[config.mk]
export PLATFORM = sky130hd
export DESIGN_NAME = logic2048_board_mover
export DESIGN_NICKNAME = d
export VERILOG_FILES = /design/src/rtl/logic2048_pkg.sv /design/src/rtl/logic2048_board_mover_line.sv /design/src/rtl/logic2048_board_mover.sv
export SDC_FILE = /design/constraint.sdc
export NUM_CORES = 1
export LEC_CHECK = 0
export ABC_AREA = 1
export CORE_AREA = 2 2 218 220
export CTS_CLUSTER_SIZE = 30
export DETAILED_ROUTE_END_ITERATION = 6
export DIE_AREA = 0 0 220 222
export PLACE_DENSITY_LB_ADDON = 0.12
export SLEW_MARGIN = 5
export SYNTH_ARGS = -nofsm -noshare
export SYNTH_HDL_FRONTEND = slang
export SYNTH_SLANG_ARGS = --single-unit
[constraint.sdc]
create_clock -name clk -period 5.9 [get_ports clk]
set_input_delay 0.885 -clock clk [delete_from_list [all_inputs] [get_ports clk]]
set_output_delay 0.885 -clock clk [all_outputs]
set_load 0.01 [all_outputs]
[src/rtl/logic2048_pkg.sv]
// Shared types and constants for the 2048 board engine.
package logic2048_pkg;

  localparam int unsigned TILE_W   = 4;
  localparam int unsigned WIN_TILE = 11;
  localparam int unsigned N_CELLS  = 16;
  localparam int unsigned N_LINES  = 4;

  localparam logic [15:0] LFSR_TAPS = 16'hB400;  // x^16+x^14+x^13+x^11

  typedef enum logic [1:0] {
    UP    = 2'd0,
    DOWN  = 2'd1,
    LEFT  = 2'd2,
    RIGHT = 2'd3
  } dir_e;

  typedef enum logic [2:0] {
    S_IDLE,
    S_LINE0,
    S_LINE1,
    S_LINE2,
    S_LINE3,
    S_SPAWN,
    S_DONE
  } state_e;

  // Cell index (4r+c) of position pos in the selected line, pos 0 at the wall the tiles move toward.
  function automatic logic [3:0] cell_idx(input dir_e dir, input logic [1:0] line,
                                          input logic [1:0] pos);
    logic [1:0] r;
    logic [1:0] c;
    case (dir)
      UP:      begin r = pos;  c = line; end
      DOWN:    begin r = ~pos; c = line; end
      LEFT:    begin r = line; c = pos;  end
      default: begin r = line; c = ~pos; end
    endcase
    return {r, c};
  endfunction

endpackage

[src/rtl/logic2048_board_mover_line.sv]
// Combinational single-line merge: slide toward x0, merge equal pairs once, 15 saturates.
module logic2048SingleLine
  import logic2048_pkg::*;
(
  input  logic [TILE_W-1:0] x0,
  input  logic [TILE_W-1:0] x1,
  input  logic [TILE_W-1:0] x2,
  input  logic [TILE_W-1:0] x3,
  output logic [TILE_W-1:0] y0,
  output logic [TILE_W-1:0] y1,
  output logic [TILE_W-1:0] y2,
  output logic [TILE_W-1:0] y3
);

  logic [TILE_W-1:0] xs  [4];
  logic [TILE_W-1:0] cmp [5];
  logic [TILE_W-1:0] ys  [4];
  logic [2:0]        n;
  logic [2:0]        m;
  logic              skip;

  // Compress nonzero tiles toward x0, then merge pairs scanning from x0.
  // cmp has a fifth, always-empty slot so the pair lookahead never leaves the array.
  always_comb begin
    xs[0] = x0;
    xs[1] = x1;
    xs[2] = x2;
    xs[3] = x3;
    cmp   = '{default: '0};
    n     = '0;
    for (int unsigned i = 0; i < 4; i++) begin
      if (xs[i[1:0]] != '0) begin
        cmp[n] = xs[i[1:0]];
        n      = n + 3'd1;
      end
    end
    ys   = '{default: '0};
    m    = '0;
    skip = 1'b0;
    for (int unsigned i = 0; i < 4; i++) begin
      if (skip) begin
        skip = 1'b0;
      end else if (cmp[i[2:0]] != '0) begin
        if (cmp[i[2:0]] == cmp[i[2:0] + 3'd1] && cmp[i[2:0]] != '1) begin
          ys[m[1:0]] = cmp[i[2:0]] + 1'b1;
          skip       = 1'b1;
        end else begin
          ys[m[1:0]] = cmp[i[2:0]];
        end
        m = m + 3'd1;
      end
    end
    y0 = ys[0];
    y1 = ys[1];
    y2 = ys[2];
    y3 = ys[3];
  end

endmodule

[src/rtl/logic2048_board_mover.sv]
// 4x4 board engine: sweeps four lines through one shared merger, then spawns tiles.
module logic2048_board_mover
  import logic2048_pkg::*;
#(
  parameter logic [15:0] SEED = 16'hACE1
) (
  input  logic        clk,
  input  logic        rst,
  input  logic        start,
  input  logic        cmd_valid,
  input  logic [1:0]  cmd_dir,
  output logic        cmd_ready,
  output logic [63:0] board,
  output logic        busy,
  output logic        done,
  output logic        moved,
  output logic        won
);

  state_e            state;
  state_e            line_next;
  dir_e              dir_q;
  logic [63:0]       board_q;
  logic [15:0]       lfsr;
  logic [15:0]       lfsr_next;
  logic              changed;
  logic              changed_next;
  logic [1:0]        spawn_cnt;
  logic [3:0]        p;
  logic              won_q;
  logic              any_win;
  logic [1:0]        line_sel;
  logic [3:0]        line_idx [4];
  logic [TILE_W-1:0] x_line   [4];
  logic [TILE_W-1:0] y_line   [4];
  logic [TILE_W-1:0] cell_p;
  logic [TILE_W-1:0] spawn_val;

  // Which line the current LINE state handles and where the sweep goes next.
  always_comb begin
    line_sel  = 2'd0;
    line_next = S_LINE1;
    case (state)
      S_LINE1: begin line_sel = 2'd1; line_next = S_LINE2; end
      S_LINE2: begin line_sel = 2'd2; line_next = S_LINE3; end
      S_LINE3: begin line_sel = 2'd3; line_next = S_DONE;  end
      default: ;
    endcase
  end

  // Extract the selected line, oriented so x0 sits at the destination wall.
  always_comb begin
    for (int unsigned k = 0; k < 4; k++) begin
      line_idx[k[1:0]] = cell_idx(dir_q, line_sel, k[1:0]);
      x_line[k[1:0]]   = board_q[{line_idx[k[1:0]], 2'b00} +: TILE_W];
    end
  end

  logic2048SingleLine u_line (
    .x0 (x_line[0]),
    .x1 (x_line[1]),
    .x2 (x_line[2]),
    .x3 (x_line[3]),
    .y0 (y_line[0]),
    .y1 (y_line[1]),
    .y2 (y_line[2]),
    .y3 (y_line[3])
  );

  // Change detection, win detection, spawn probe and LFSR step.
  always_comb begin
    changed_next = changed |
                   ({x_line[0], x_line[1], x_line[2], x_line[3]} !=
                    {y_line[0], y_line[1], y_line[2], y_line[3]});
    any_win = 1'b0;
    for (int unsigned c = 0; c < N_CELLS; c++) begin
      if (board_q[{c[3:0], 2'b00} +: TILE_W] >= TILE_W'(WIN_TILE)) any_win = 1'b1;
    end
    cell_p    = board_q[{p, 2'b00} +: TILE_W];
    spawn_val = (lfsr[7:4] == 4'd0) ? 4'd2 : 4'd1;
    lfsr_next = {1'b0, lfsr[15:1]} ^ (lfsr[0] ? LFSR_TAPS : 16'h0000);
  end

  // Control FSM with board, LFSR and sticky win flag.
  always_ff @(posedge clk or posedge rst) begin
    if (rst) begin
      state     <= S_IDLE;
      dir_q     <= UP;
      board_q   <= '0;
      lfsr      <= SEED;
      changed   <= 1'b0;
      spawn_cnt <= '0;
      p         <= '0;
      won_q     <= 1'b0;
    end else begin
      lfsr  <= lfsr_next;
      won_q <= won_q | any_win;
      case (state)
        S_IDLE: begin
          if (start) begin
            board_q   <= '0;
            spawn_cnt <= 2'd2;
            changed   <= 1'b0;
            p         <= lfsr[3:0];
            won_q     <= 1'b0;
            state     <= S_SPAWN;
          end else if (cmd_valid) begin
            dir_q   <= dir_e'(cmd_dir);
            changed <= 1'b0;
            state   <= S_LINE0;
          end
        end
        S_LINE0, S_LINE1, S_LINE2, S_LINE3: begin
          for (int unsigned k = 0; k < 4; k++) begin
            board_q[{line_idx[k[1:0]], 2'b00} +: TILE_W] <= y_line[k[1:0]];
          end
          changed <= changed_next;
          if (state == S_LINE3 && changed_next) begin
            spawn_cnt <= 2'd1;
            p         <= lfsr[3:0];
            state     <= S_SPAWN;
          end else begin
            state <= line_next;
          end
        end
        S_SPAWN: begin
          if (cell_p == '0) begin
            board_q[{p, 2'b00} +: TILE_W] <= spawn_val;
            spawn_cnt <= spawn_cnt - 2'd1;
            if (spawn_cnt == 2'd1) state <= S_DONE;
            else p <= lfsr[3:0];
          end else begin
            p <= p + 4'd1;
          end
        end
        default: state <= S_IDLE;
      endcase
    end
  end

  assign board     = board_q;
  assign cmd_ready = (state == S_IDLE);
  assign busy      = (state != S_IDLE);
  assign done      = (state == S_DONE);
  assign moved     = (state == S_DONE) & changed;
  assign won       = won_q;

endmodule
==> Yosys cells after proc, flatten, opt, wreduce, memory -nomap -nowiden <==
Index checks and enable logic that the tools add are counted.
{ "word_totals": {"output_inout_bits": 69, "input_bits": 6, "elab_cells": 243, "register_bits": 93} }
{ "op_classes": {"muxes": 108, "n_addsub": 15, "n_shift": 15, "order_cmp": 28, "n_bitwise": 11, "n_reduce_logical": 34, "n_eq_ne": 24} }
{ "ops": {"columns": ["operator", "count"], "rows": [
  ["bitwise mux 64 bit", 5],
  ["variable shift 4 x 8 -> 64 bit (first input constant)", 5],
  ["indexed part select 4 x 8 -> 64 bit", 5],
  ["indexed part select 64 x 7 -> 4 bit", 5],
  ["one-hot mux 64 bit (3 select lines)", 1],
  ["two-way mux 16 bit", 10],
  ["two-way mux 64 bit", 2],
  ["bitwise mux 16 bit", 6],
  [">= comparator 4 bit (second input constant)", 19],
  ["bitwise mux 20 bit", 3],
  ["two-way mux 20 bit", 3],
  ["two-way mux 4 bit", 13],
  ["negator 6 -> 8 bit", 5],
  ["demux 4 bit (select 3 bit)", 3],
  ["one-hot mux 2 bit (2 select lines)", 8],
  ["nonzero test 4 bit", 8],
  ["two-way mux 1 bit", 30],
  ["demux 4 bit (select 2 bit)", 3],
  ["two-way mux 3 bit", 7],
  ["adder 4 x 1 -> 4 bit (second input constant)", 5],
  ["one-hot mux 3 bit (3 select lines)", 2],
  ["equality test 4 bit", 4],
  ["two-way mux 2 bit", 8],
  ["inequality test 16 bit", 1],
  ["37 further kinds", 74]
]} }

==> Longest topological paths before layout <==
{ "logic_depth": {"word_depth": 42, "ltp_mapped": 51, "ltp_nobuf": 48} }

==> By module <==
Synthesis repeated with hierarchy kept, for this count alone.
{ "hier_totals": {"hier_cells": 2274, "area_unflattened_um2": 13096.3} }
{ "modules_own_cells": {"columns": ["module", "area_per_inst_um2", "cells_each", "seq_area_each_um2", "instances"], "rows": [
  ["logic2048_board_mover", 11018.1, 1875, 2337.2, 1],
  ["logic2048SingleLine", 2078.2, 399, 0.0, 1]
]} }

==> Least setup slack after synthesis <==
Ideal clock, no wire load.
{ "synth_path": {"path_kind": "register to register", "startpoint": "reg state[1]", "endpoint": "reg spawn_cnt[0]", "n_path_buf": 3, "path_stages_with_launch": 47, "required_time_ns": 5.834, "path_slack_ns": 0.539, "t_arrival_ns": 5.295, "setup_ns": 0.066, "synth_period_minus_slack_ns": 5.361, "path_cell_list": "dfrtp_1 > buf_6 > nor2_4 > nand2_2 > nand3_4 > nand2_2 > buf_6 > buf_6 > nand2_1 > nand2_1 > nand2_1 > nand2_1 > nor2_1 > nand2_1 > nand2_2 > nand2_2 > nor2_4 > inv_1 > [11 not listed] > ha_1 > inv_1 > nand2_1 > nand3_1 > nand2_4 > inv_4 > nand3_2 > nand2_1 > nand2_2 > nand2_1 > nand3_1 > nor2_1 > nand2_1 > nor2_2 > nand3_4 > nand3_1 > nand2_1 > nand2_1"} }
{ "synth_via": {"elab_chain_len": 41, "elab_cells_between_ends": 133, "classes_between": "add/sub (8); order compare (12); eq/ne (17); shift (4); mux (62); bitwise (7); reduce/logical (23)"} }
{ "synth_rtl": {"columns": ["element", "line_no", "source"], "rows": [
  ["from (decl)", "logic2048_board_mover.sv:20", "state_e state;"],
  ["from (signal assigned)", "logic2048_board_mover.sv:123", "state <= line_next;"],
  ["equality test 3 bit or equality test 3 x 2 -> 1 bit (tied branches)", "logic2048_board_mover.sv:43, logic2048_board_mover.sv:98, logic2048_board_mover.sv:118", null],
  ["one-hot mux 2 bit (3 select lines)", "logic2048_board_mover.sv:43", "case (state)"],
  ["one-hot mux 2 bit (2 select lines)", "logic2048_pkg.sv:33", "case (dir)"],
  ["indexed part select 64 x 7 -> 4 bit", "logic2048_board_mover.sv:55", "x_line[k[1:0]] = board_q[{line_idx[k[1:0]], 2'b00} +: TILE_W];"],
  ["nonzero test 4 bit", "logic2048_board_mover_line.sv:32", "if (xs[i[1:0]] != '0) begin"],
  ["two-way mux 1 bit", "logic2048_board_mover_line.sv:32", null],
  ["adder 1 x 1 -> 2 bit or inverter 1 -> 4 bit (tied branches)", "logic2048_board_mover_line.sv:34, logic2048_board_mover_line.sv:33", null],
  ["two-way mux 3 bit (tied with other cells)", "logic2048_board_mover_line.sv:32", null],
  ["[25 not listed]", null, null],
  ["two-way mux 16 bit", "logic2048_board_mover_line.sv:44", "if (cmp[i[2:0]] == cmp[i[2:0] + 3'd1] && cmp[i[2:0]] != '1) begin"],
  ["two-way mux 16 bit", "logic2048_board_mover_line.sv:43", "end else if (cmp[i[2:0]] != '0) begin"],
  ["two-way mux 16 bit", "logic2048_board_mover_line.sv:41", "if (skip) begin"],
  ["inequality test 16 bit", "logic2048_board_mover.sv:73", "({x_line[0], x_line[1], x_line[2], x_line[3]} !="],
  ["OR 1 bit", "logic2048_board_mover.sv:72", "changed_next = changed |"],
  ["logical AND 1 bit", "logic2048_board_mover.sv:118", "if (state == S_LINE3 && changed_next) begin"],
  ["inequality test 2 bit (no source line)", null, null],
  ["AND reduction 4 bit (no source line)", null, null],
  ["to (signal assigned)", "logic2048_board_mover.sv:129", "spawn_cnt <= spawn_cnt - 2'd1;"],
  ["to (decl)", "logic2048_board_mover.sv:28", "logic [1:0] spawn_cnt;"]
]} }
Several ways; a longest one is shown, not always the timed one.
A chain may end at the register's enable or synchronous reset.

==> Worst setup path after layout <==
{ "layout_path": {"startpoint": "reg state[1]", "endpoint": "reg board_q[28] (netlist: board[28])"} }
{ "layout_via": {"elab_chain_len": 42, "elab_cells_between_ends": 145, "classes_between": "add/sub (12); order compare (12); eq/ne (15); shift (12); mux (66); bitwise (6); reduce/logical (22)"} }
{ "layout_rtl": {"columns": ["element", "line_no", "source"], "rows": [
  ["equality test 3 bit or equality test 3 x 2 -> 1 bit (tied branches)", "logic2048_board_mover.sv:43, logic2048_board_mover.sv:98", null],
  ["one-hot mux 2 bit (3 select lines)", "logic2048_board_mover.sv:43", null],
  ["one-hot mux 2 bit (2 select lines)", "logic2048_pkg.sv:33", null],
  ["indexed part select 64 x 7 -> 4 bit", "logic2048_board_mover.sv:55", null],
  ["nonzero test 4 bit", "logic2048_board_mover_line.sv:32", null],
  ["two-way mux 1 bit", "logic2048_board_mover_line.sv:32", null],
  ["adder 1 x 1 -> 2 bit or inverter 1 -> 4 bit (tied branches)", "logic2048_board_mover_line.sv:34, logic2048_board_mover_line.sv:33", null],
  ["two-way mux 3 bit (tied with other cells)", "logic2048_board_mover_line.sv:32", null],
  ["[23 not listed]", null, null],
  ["two-way mux 16 bit", "logic2048_board_mover_line.sv:41", null],
  ["bitwise mux 16 bit, on equally long branches", "logic2048_board_mover_line.sv:48, logic2048_board_mover_line.sv:45", null],
  ["two-way mux 16 bit", "logic2048_board_mover_line.sv:44", null],
  ["two-way mux 16 bit", "logic2048_board_mover_line.sv:43", null],
  ["two-way mux 16 bit", "logic2048_board_mover_line.sv:41", null],
  ["indexed part select 4 x 8 -> 64 bit", "logic2048_board_mover.sv:115", "board_q[{line_idx[k[1:0]], 2'b00} +: TILE_W] <= y_line[k[1:0]];"],
  ["bitwise mux 64 bit (4 in series)", "logic2048_board_mover.sv:115", null],
  ["one-hot mux 64 bit (3 select lines)", "logic2048_board_mover.sv:98", "case (state)"],
  ["to (signal, indexed assignment)", "logic2048_board_mover.sv:128", "board_q[{p, 2'b00} +: TILE_W] <= spawn_val;"],
  ["to (decl)", "logic2048_board_mover.sv:23", "logic [63:0] board_q;"]
]} }
Several ways; a longest one is shown, not always the timed one.

==> qor.tcl <==
set qor(synth.net_count) 2412
set qor(globalRoute.totalOverflow) 0
set qor(vias_in_the_first_global_route) 17390
set qor(worst_hold_path_type) {flop to flop}
set qor(ctsHtreeMaxLevel) 3
set qor(critPathSlowestCell) {dfrtp_2}
set qor(drv_cap) 0
set qor(die_boundary_width_um) 220
set qor(worstMarginPinSlew_ns) 1.15
set qor(finalCriticalPeriod_ns) 5.72
set qor(mostFrequentLayoutCells) {625 x nand2_1, 252 x buf_4, 240 x inv_1, 240 x a21oi_1, 239 x nand3_1}
set qor(register_area_share_after_synthesis_pct) 17.5
set qor(timing.final.ws_setup_ns) 0.182
set qor(required_ns) 6.23
set qor(clk_pin_slew_worst_paths_ns) 0.08
set qor(clock-root-buffer) {clkbuf_16}
set qor(netlist_area_um2) 13300
set qor(worst-endpoint-arrival_ns) 6.05
set qor(drive_above_1_share_pct) 20.8
set qor(die_area_um2) 48800
set qor(grtUsageTotal_pct) 34.3
set qor(cts-buffers-inserted) 9
set qor(finalMaxSlewViolations) 0
set qor(route.detailed.vias_per_inst) 5.71
set qor(postRouteAntennaNets) 0
set qor(post_synth_num_cell_types) 51
set qor(fin_worst_skew_ns) 0.0112
set qor(final-hold-violation-count) 0
set qor(maximum_number_of_pins_on_one_net_before_global_route_repair) 54
set qor(drt_first_pass_iters) 6
set qor(pre_cts_ws_ns) -0.118
set qor(clk_latency_ns) 0.40
set qor(tritoncts_sinks) 93
set qor(slew-limit-headroom_pct) 23.5
set qor(number_of_top_level_pins) 75
set qor(ys_warn_count) 0
set qor(cell_mode_on_critical_path) {nand2_1}
set qor(cp_max_fo) 13
set qor(setup.worst_path.class) {flop to flop}
set qor(filler_cell_count_in_the_final_layout) 5136
set qor(critical_path.endpoint_type) {flop}
set qor(drtIter0Drc) 2187
set qor(fin_nets) 2722
set qor(cp_startpoint_kind) {flop}
set qor(area_of_the_core_um2) 46300
set qor(die-height_um) 222
set qor(crit_path_max_incr_delay_ns) 0.45
set qor(synthesis.area_per_instance_um2) 5.61
set qor(clock_tree.buffer_depth) 2
set qor(netlist_instances) 2376
set qor(hpwlAfterDp_mm) 68.2
set qor(dr_total_vias) 18844
set qor(antenna_violations_before_repair) 2
set qor(syn_to_final_growth_pct) 35.6
set qor(setup_viol) 0
set qor(multi_input_comb_area_um2) 10300
set qor(place.gp.congestion) 1.07
set qor(postSynthRegisterBits) 93
set qor(rsz0062_at_grt) {yes}
set qor(final_common_cell) {nand2_1}
set qor(holdBufCountCts) 0
set qor(final.period_utilization_pct) 96.9
set qor(grt_pass1_wl_mm) 121
set qor(run_status) {complete, no violations}
set qor(max_freq_mhz) 175
set qor(area.sequential_um2) 2340
set qor(placementRows) 79
set qor(wire_per_inst_um) 26.2
set qor(post-route-drc-count) 0
set qor(portBuffers) 74
set qor(wl_mm) 86.3
set qor(initial_utilization_pct) 28.8
set qor(tritoncts) {built}
[final cells by class]
type                       instances  share of cell area [%]
antenna                            1                  0.0139
multi-input combinational       1938                    56.9
clock buffer                      11                    1.34
tap                              607                    4.21
inverter                         276                    5.83
clock inverter                     5                   0.236
timing repair inverter             1                  0.0416
sequential                        93                    13.0
timing repair buffer             367                    18.4
[state kept, by name (all words and copies together), names as in the netlist]
name and flops:
board 64, lfsr 16, p 4, spawn_cnt 2, changed 1, dir_q 2, won 1, state 3
[timing repair]
action	in CTS	in global routing
resized for setup	6	189
setup buffers	0	32
endpoints found under the hold margin	0	0
gates cloned	0	8
endpoints found under the setup margin	23	73
pin swaps	0	51
[cell usage after synthesis, drive strengths merged]
| master | n | share of area [%] |
|---|---|---|
| nand2 | 718 | 21 |
| nand3 | 279 | 11 |
| inv | 269 | 7.6 |
| a21oi | 251 | 9.5 |
| nor2 | 241 | 8.1 |
| o21ai | 193 | 7.4 |
| dfrtp | 85 | 16 |
| nor3 | 66 | 2.5 |
| clkbuf | 36 | 1.0 |
| buf | 34 | 1.8 |
| o211ai | 31 | 1.7 |
| ha | 30 | 2.8 |
| a31oi | 22 | 1.0 |
| nand4 | 18 | 0.85 |
| a22oi | 14 | 0.79 |
| xor2 | 11 | 0.72 |
| nor4 | 9 | 0.42 |
| dfstp | 8 | 1.6 |
| o221ai | 8 | 0.53 |
| clkinv | 7 | 0.20 |
| and3 | 6 | 0.28 |
| o22ai | 6 | 0.28 |
| xnor2 | 6 | 0.39 |
| a41oi | 4 | 0.26 |
| or2 | 4 | 0.19 |
| o311ai | 3 | 0.20 |
| o41ai | 3 | 0.20 |
| a211oi | 2 | 0.11 |
| a21o | 2 | 0.11 |
| nand3b | 2 | 0.11 |
| o31ai | 2 | 0.11 |
| a2111oi | 1 | 0.066 |
| a221oi | 1 | 0.066 |
| a22o | 1 | 0.066 |
| a31o | 1 | 0.066 |
| and2 | 1 | 0.047 |
| nor3b | 1 | 0.056 |
[stage by stage]
stage	setup TNS, ns	util [%]	cell area (µm²)	hold WS, ns	std cells
4_1_cts	0	36.5	16900	0.356	3258
3_5_place_dp	-0.843	35.9	16600	0.338	3242
3_3_place_gp	-0.265	35.9	16600	0.335	3242
6_report	0	39.0	18100	0.354	3299
5_1_grt	-3.70	39.0	18100	0.363	3298
2_1_floorplan	0	-	13300	0.331	2376
[per-layer routing]
metal  track usage (%)  vias up  part of all wire, %  routed length (µm)
met3              6.68      210                  9.1                7840
met2              51.3     1012                   43               37100
met5                 0        -                0.020                  17
met4              17.4        2                  5.7                4940
met1              46.5     9041                   42               36500
li1                  -     8579                    -                   -
[logic make-up after synthesis]
kind of cell,count (synthesis),share of synthesized area (%)
xor gates and xnor gates,17,1.12
DFF,93,17.5
adders and majority gates,30,2.82
AOI/OAI and AO/OA,545,22.5
and+or+nand+nor,1345,45.5
buffers and inverters,346,10.6
[critical path: cells and delay by family (launching register included)]
family | cells | cell delay (ns)
adders and majority gates | 2 | 0.38
buffers and inverters | 12 | 1.41
DFF | 1 | 0.45
and+or+nand+nor | 30 | 3.00
AOI/OAI and AO/OA | 3 | 0.44
[worst paths after layout]
check,startpoint,endpoint,slack (ns),cells after the start
setup / recovery,state[1],board[28],0.18,47
hold / removal,lfsr[8],lfsr[7],0.35,0
setup reg to reg,state[1],board[28],0.18,47
hold reg to reg,lfsr[8],lfsr[7],0.35,0
max in group asynchronous,rst,board[37],3.82,3
min in group asynchronous,rst,lfsr[8],0.94,2
Power is left out: the tool's default activity adds up to more than one toggle a clock period on the data nets, which glitch-free logic cannot reach.
